<file path="config.mk">
export PLATFORM = sky130hd
export DESIGN_NAME = mem_rd_arbiter
export DESIGN_NICKNAME = d
export VERILOG_FILES = /design/src/rtl/mem_rd_arbiter.sv
export SDC_FILE = /design/constraint.sdc
export NUM_CORES = 1
export LEC_CHECK = 0
export ABC_AREA = 1
export BUFFER_PORTS_ARGS = -buffer_cell sky130_fd_sc_hd__buf_2
export CAP_MARGIN = 15
export CORE_ASPECT_RATIO = 0.7
export CORE_UTILIZATION = 38
export DETAILED_ROUTE_END_ITERATION = 8
export GPL_ROUTABILITY_DRIVEN = 1
export PLACE_DENSITY = 0.78
export SYNTH_ARGS = -nofsm -noshare
export SYNTH_HDL_FRONTEND = slang
export SYNTH_SLANG_ARGS = --single-unit
</file>
<file path="constraint.sdc">
create_clock -name clk -period 1.9 [get_ports clk]
set_clock_uncertainty 0.2 [all_clocks]
set_input_delay 0 -clock clk [delete_from_list [all_inputs] [get_ports clk]]
set_output_delay 0 -clock clk [all_outputs]
set_load 0.03 [all_outputs]
</file>
<file path="src/rtl/mem_rd_arbiter.sv">
// mem_rd_arbiter: round-robin owner of the single memory read channel shared
// by the icache and dcache refill paths. One cache wins each request, and it
// keeps the channel until its burst's last beat is accepted.
//
// Ports
//   clk, rst                       clock, asynchronous active-high reset
//   from_{i,d}cache_rd_req_*       cache read request (valid/addr), ready back
//   to_{i,d}cache_rd_rsp_*         response beats routed to the owning cache
//   from_{i,d}cache_rd_rsp_ready   cache accepts a beat
//   to_mem_rd_req_*                memory read request (valid/addr), ready in
//   from_mem_rd_rsp_*              memory response beats (valid/data/last)
//   to_mem_rd_rsp_ready            owner's ready passed back to memory
//   grant_id, busy, beat_cnt       owner, transaction in flight, beats taken
module mem_rd_arbiter #(
  parameter int unsigned ADDR_WIDTH = 32,
  parameter int unsigned DATA_WIDTH = 32
) (
  input  logic                  clk,
  input  logic                  rst,
  input  logic                  from_icache_rd_req_valid,
  input  logic [ADDR_WIDTH-1:0] from_icache_rd_req_addr,
  output logic                  to_icache_rd_req_ready,
  output logic                  to_icache_rd_rsp_valid,
  output logic [DATA_WIDTH-1:0] to_icache_rd_rsp_data,
  output logic                  to_icache_rd_rsp_last,
  input  logic                  from_icache_rd_rsp_ready,
  input  logic                  from_dcache_rd_req_valid,
  input  logic [ADDR_WIDTH-1:0] from_dcache_rd_req_addr,
  output logic                  to_dcache_rd_req_ready,
  output logic                  to_dcache_rd_rsp_valid,
  output logic [DATA_WIDTH-1:0] to_dcache_rd_rsp_data,
  output logic                  to_dcache_rd_rsp_last,
  input  logic                  from_dcache_rd_rsp_ready,
  output logic                  to_mem_rd_req_valid,
  output logic [ADDR_WIDTH-1:0] to_mem_rd_req_addr,
  input  logic                  from_mem_rd_req_ready,
  input  logic                  from_mem_rd_rsp_valid,
  input  logic [DATA_WIDTH-1:0] from_mem_rd_rsp_data,
  input  logic                  from_mem_rd_rsp_last,
  output logic                  to_mem_rd_rsp_ready,
  output logic                  grant_id,
  output logic                  busy,
  output logic [3:0]            beat_cnt
);

  localparam int unsigned CNT_W = 4;

  typedef enum logic [2:0] {
    ST_IDLE = 3'b001,
    ST_REQ  = 3'b010,
    ST_RESP = 3'b100
  } state_t;

  state_t                r_state;
  state_t                w_state_nxt;
  logic                  r_owner;
  logic                  r_last_grant;
  logic [ADDR_WIDTH-1:0] r_addr_q;
  logic [CNT_W-1:0]      r_beat_cnt;

  logic w_any_req;
  logic w_winner;
  logic w_owner_rdy;
  logic w_beat;

  // On a tie the cache that did not win last time goes next.
  assign w_any_req   = from_icache_rd_req_valid | from_dcache_rd_req_valid;
  assign w_winner    = (from_icache_rd_req_valid & from_dcache_rd_req_valid)
                       ? ~r_last_grant : from_dcache_rd_req_valid;
  assign w_owner_rdy = r_owner ? from_dcache_rd_rsp_ready : from_icache_rd_rsp_ready;
  assign w_beat      = (r_state == ST_RESP) & from_mem_rd_rsp_valid & w_owner_rdy;

  assign grant_id = r_owner;
  assign busy     = (r_state != ST_IDLE);
  assign beat_cnt = r_beat_cnt;

  // State register.
  always_ff @(posedge clk or posedge rst) begin
    if (rst) r_state <= ST_IDLE;
    else     r_state <= w_state_nxt;
  end

  // Next state plus combinational request/response routing.
  always_comb begin
    w_state_nxt            = r_state;
    to_icache_rd_req_ready = 1'b0;
    to_dcache_rd_req_ready = 1'b0;
    to_icache_rd_rsp_valid = 1'b0;
    to_dcache_rd_rsp_valid = 1'b0;
    to_icache_rd_rsp_last  = 1'b0;
    to_dcache_rd_rsp_last  = 1'b0;
    to_icache_rd_rsp_data  = from_mem_rd_rsp_data;
    to_dcache_rd_rsp_data  = from_mem_rd_rsp_data;
    to_mem_rd_req_valid    = 1'b0;
    to_mem_rd_req_addr     = r_addr_q;
    to_mem_rd_rsp_ready    = 1'b0;
    unique case (r_state)
      ST_IDLE: begin
        if (w_any_req) begin
          w_state_nxt            = ST_REQ;
          to_icache_rd_req_ready = ~w_winner;
          to_dcache_rd_req_ready = w_winner;
        end
      end
      ST_REQ: begin
        to_mem_rd_req_valid = 1'b1;
        if (from_mem_rd_req_ready) w_state_nxt = ST_RESP;
      end
      ST_RESP: begin
        to_mem_rd_rsp_ready = w_owner_rdy;
        if (r_owner) begin
          to_dcache_rd_rsp_valid = from_mem_rd_rsp_valid;
          to_dcache_rd_rsp_last  = from_mem_rd_rsp_last;
        end else begin
          to_icache_rd_rsp_valid = from_mem_rd_rsp_valid;
          to_icache_rd_rsp_last  = from_mem_rd_rsp_last;
        end
        if (w_beat && from_mem_rd_rsp_last) w_state_nxt = ST_IDLE;
      end
      default: w_state_nxt = ST_IDLE;
    endcase
    // Handshakes must be dead while reset is held, not just after the next edge.
    if (rst) begin
      to_icache_rd_req_ready = 1'b0;
      to_dcache_rd_req_ready = 1'b0;
      to_icache_rd_rsp_valid = 1'b0;
      to_dcache_rd_rsp_valid = 1'b0;
      to_icache_rd_rsp_last  = 1'b0;
      to_dcache_rd_rsp_last  = 1'b0;
      to_mem_rd_req_valid    = 1'b0;
      to_mem_rd_rsp_ready    = 1'b0;
    end
  end

  // Grant bookkeeping, latched address and saturating beat counter.
  always_ff @(posedge clk or posedge rst) begin
    if (rst) begin
      r_owner      <= 1'b0;
      r_last_grant <= 1'b1;
      r_addr_q     <= '0;
      r_beat_cnt   <= '0;
    end else if ((r_state == ST_IDLE) && w_any_req) begin
      r_addr_q     <= w_winner ? from_dcache_rd_req_addr : from_icache_rd_req_addr;
      r_owner      <= w_winner;
      r_last_grant <= w_winner;
      r_beat_cnt   <= '0;
    end else if (w_beat && (r_beat_cnt != {CNT_W{1'b1}})) begin
      r_beat_cnt   <= CNT_W'(r_beat_cnt + CNT_W'(1));
    end
  end

endmodule

</file>
==> metrics.md <==
| Metric | Value |
|---|---|
| Status | `completed` |
| CP delay by family, top | `simple AND/OR/NAND/NOR gates` |
| Routability cong. | `0.813` |
| ANT nets after route | `0` |
| Routed vias/inst | `4.93` |
| Max-Cap Viols | `0` |
| RSZ-0062 raised after global routing | `yes` |
| Worst path buffer plus inverter count | `2` |
| Via count | `2692` |
| Fraction of layout cells with a size suffix above 1 | `29.7%` |
| CP Capture Type | `flip-flop` |
| Clock-pin slew on the worst setup and hold paths | `around 0.08 ns` |
| Area occupied by registers | `between 1000 and 1500 um2` |
| Critical Path Max Stage Delay | `0.53 ns` |
| Core Region | `6280 um2` |
| Vias in the first global route | `2671` |
| Initial DRT Pass Iterations | `4` |
| Final Hold Fails | `0` |
| Die Footprint | `6870 um2` |
| Post-CTS Repair Setup Buffers | `0` |
| Worst hold path cell count | `7` |
| Main synth FF type | `dfrtp_1` |
| Final cell count without fillers | `546` |
| Post-Place Cells | `436` |
| Die Height | `69.7 um` |
| DP Wirelength | `4220 um` |
| Post-route design area | `3790 um2` |
| Hold Crit Class | `in2reg` |
| CTS Buf Count | `5` |
| Synthesized instance count | `315` |
| Clock Sinks | `41` |
| Root buffer cell | `clkbuf_8` |
| Row count | `24` |
| Worst-margin pin slew | `1.06 ns` |
| Worst-case vdd ir drop | `approximately 0.63 mV` |
| Flop and latch count out of synthesis | `between 40 and 50` |
| Async SR Flop Fraction | `100%` |
| Final setup violation count | `0` |
| Tot Pwr | `5.10 mW` |
| Syn Area/Cell | `7.89 um2` |
| Initial core utilization | `39.6%` |
| Leakage | `1.91 nW` |
| ANT cells | `0` |
| EDFF count, synth | `0` |
| Fin nets | `around 570` |
| Maximum root-to-sink buffer count | `2` |
| DRT iter0 DRCs | `around 120` |
| Reg2Reg Depth | `6` |
| Area grow syn2layout | `52.6%` |
| Drt drc | `0` |
| CP max-delay cell | `dfstp_2` |
| # fillers | `529` |
| Boundary pin count | `215` |
| CP Data Required Time | `1.91 ns` |
| Number of cells on the critical path | `6` |
| First-pass GRT wire length | `13100 um` |
| Critical path launch point type | `flip-flop` |
| Arrival @ worst endpoint | `about 1.9 ns` |
| Yosys Warn Count | `0` |
| Fin crit share | `97.6%` |
| Setup TNS | `0 ns` |
| Congestion Overflow GR | `0` |
| Routed wire per std cell | `between 15 and 20 um` |
| Placement Cell Area | `around 2700 um2` |
| Skew-Pair Late Insertion Delay | `roughly 0.28 ns` |
| Maximum clock frequency | `around 540 MHz` |
| Synth cell types | `21` |
| Syn_nets | `about 420` |
| CTS tree | `done` |
| Post-Route WL | `8750 um` |
| Initial antenna violation count | `0` |
| I/O Buffers | `around 120` |
| Worst Path Max Fanout | `16` |
| Pins Over Slew Limit | `0` |
| Post-synthesis sequential area ratio | `41.4%` |
| Largest net degree at the start of global routing | `35` |
| Slew HR | `~29%` |
| Netlist Area Pre-Place | `2480 um2` |
| Post-layout min period | `1.85 ns` |
| Kind of critical path | `reg2reg` |
| Tot GR Track Use | `24.8%` |
| Power Dens Cells | `~1300 nW/um2` |
| Multi-input gate area in the final layout | `890 um2` |
| Cell Chain, Critical Path | `inv_1, nor3_4, inv_2, nor2_4, o21ai_0, o21ai_1` |
| Die width | `98.7 um` |
| H-Tree Depth | `2` |
[report_power, final]
part	internal (mW)	switching, mW	total, mW
sequential	1.30	0.271	1.57
combinational	0.879	2.07	2.95
clock	0.289	0.286	0.574
[cell type report]
type	instances	area share (%)
clock buffer	7	2.28
inverter	14	1.45
multi-input combinational	185	23.5
sequential	41	27.1
tap	78	2.57
timing repair buffer	221	43.1
[worst paths after layout]
| check | from | endpoint | slack [ns] |
|---|---|---|---|
| min reg2reg | r_last_grant | r_last_grant | 0.28 |
| min in group asynchronous | rst | to_mem_rd_req_addr[3] | 0.13 |
| max reg2reg | r_state[0] | to_mem_rd_req_addr[3] | 0.05 |
| min | from_icache_rd_rsp_ready | beat_cnt[1] | 0.02 |
| max in group asynchronous | rst | r_state[0] | 0.83 |
| max | r_state[0] | to_mem_rd_req_addr[3] | 0.05 |
[tightest hold or removal path, stage by stage]
cell	delay [ns]
buf_2	0.09
inv_1	0.04
nand2_1	0.04
nand2_1	0.07
nor2_1	0.09
nand3_1	0.07
nand2_1	0.05
[timing repair]
action                     in CTS  in global routing
setup endpoints to repair       2                 10
hold endpoints to repair      139                  0
cloned                          2                  1
gates resized for setup         1                  4
hold buffers                  100                  0
[sequential cells by signal, indices dropped and copies added, names as in the netlist]
| signal | flops |
|---|---|
| r_state | 3 |
| beat_cnt | 4 |
| to_mem_rd_req_addr | 32 |
| r_last_grant | 1 |
| grant_id | 1 |
[layer usage]
| metal | vias up | wire length (um) | GRT usage, % |
|---|---|---|---|
| met3 | 16 | 716 | 6.85 |
| met1 | 1250 | 3580 | 30.5 |
| met5 | - | 0 | 0 |
| met2 | 164 | 4300 | 42.6 |
| li1 | 1262 | - | - |
| met4 | 0 | 151 | 7.30 |
[synth_stat cells, types with 3 or more instances]
cell / instances / area [um2]
buf_2: 3 / 15.0
dfrtp_1: 39 / 976
nand2_1: 53 / 199
buf_6: 3 / 33.8
clkbuf_1: 8 / 30.0
nor3_1: 4 / 20.0
inv_1: 12 / 45.0
o21ai_1: 46 / 230
o21ai_0: 22 / 110
buf_4: 64 / 480
nor2_1: 37 / 139
nand3_1: 11 / 55.1
[kinds of logic after synthesis]
family | synth area share (%)
XOR/XNOR | 0.705
buffers and inverters | 24.6
AND/OR/NAND/NOR | 19.1
adder cells (fa/ha/maj) | 0.503
flip-flops | 41.4
AO/OA/AOI/OAI | 13.7
[per-stage QoR]
step | util (%) | worst slack [ns] | hold WS, ns
2_1_floorplan | - | 0.0183 | -0.0683
3_3_place_gp | 42.5 | 0.122 | -0.200
3_5_place_dp | 42.5 | 0.0600 | -0.200
4_1_cts | 60.1 | 0.0107 | 0.00868
5_1_grt | 60.4 | -0.0404 | 0.0433
6_report | 60.4 | 0.0451 | 0.0213
[cells in the final DEF, fill, tap and decap left out]
cell type / instances
buf_6: 1
inv_1: 11
o21ai_4: 1
inv_4: 1
clkbuf_4: 1
ha_1: 1
nor2_4: 1
clkbuf_1: 1
nand2_1: 53
o21ai_1: 45
dfrtp_1: 39
inv_2: 2
nand4_1: 2
xor2_1: 1
nor4_1: 2
buf_2: 116
nor2_8: 1
nor2_1: 37
nor3_2: 1
xnor2_1: 1
nand3_1: 11
buf_12: 1
dfstp_2: 2
o21ai_2: 2
o21ai_0: 22
buf_4: 2
nor3_4: 1
dlygate4sd3_1: 100
nor3_1: 3
clkbuf_8: 6
Note: power is estimated with default switching activity, not from simulation.
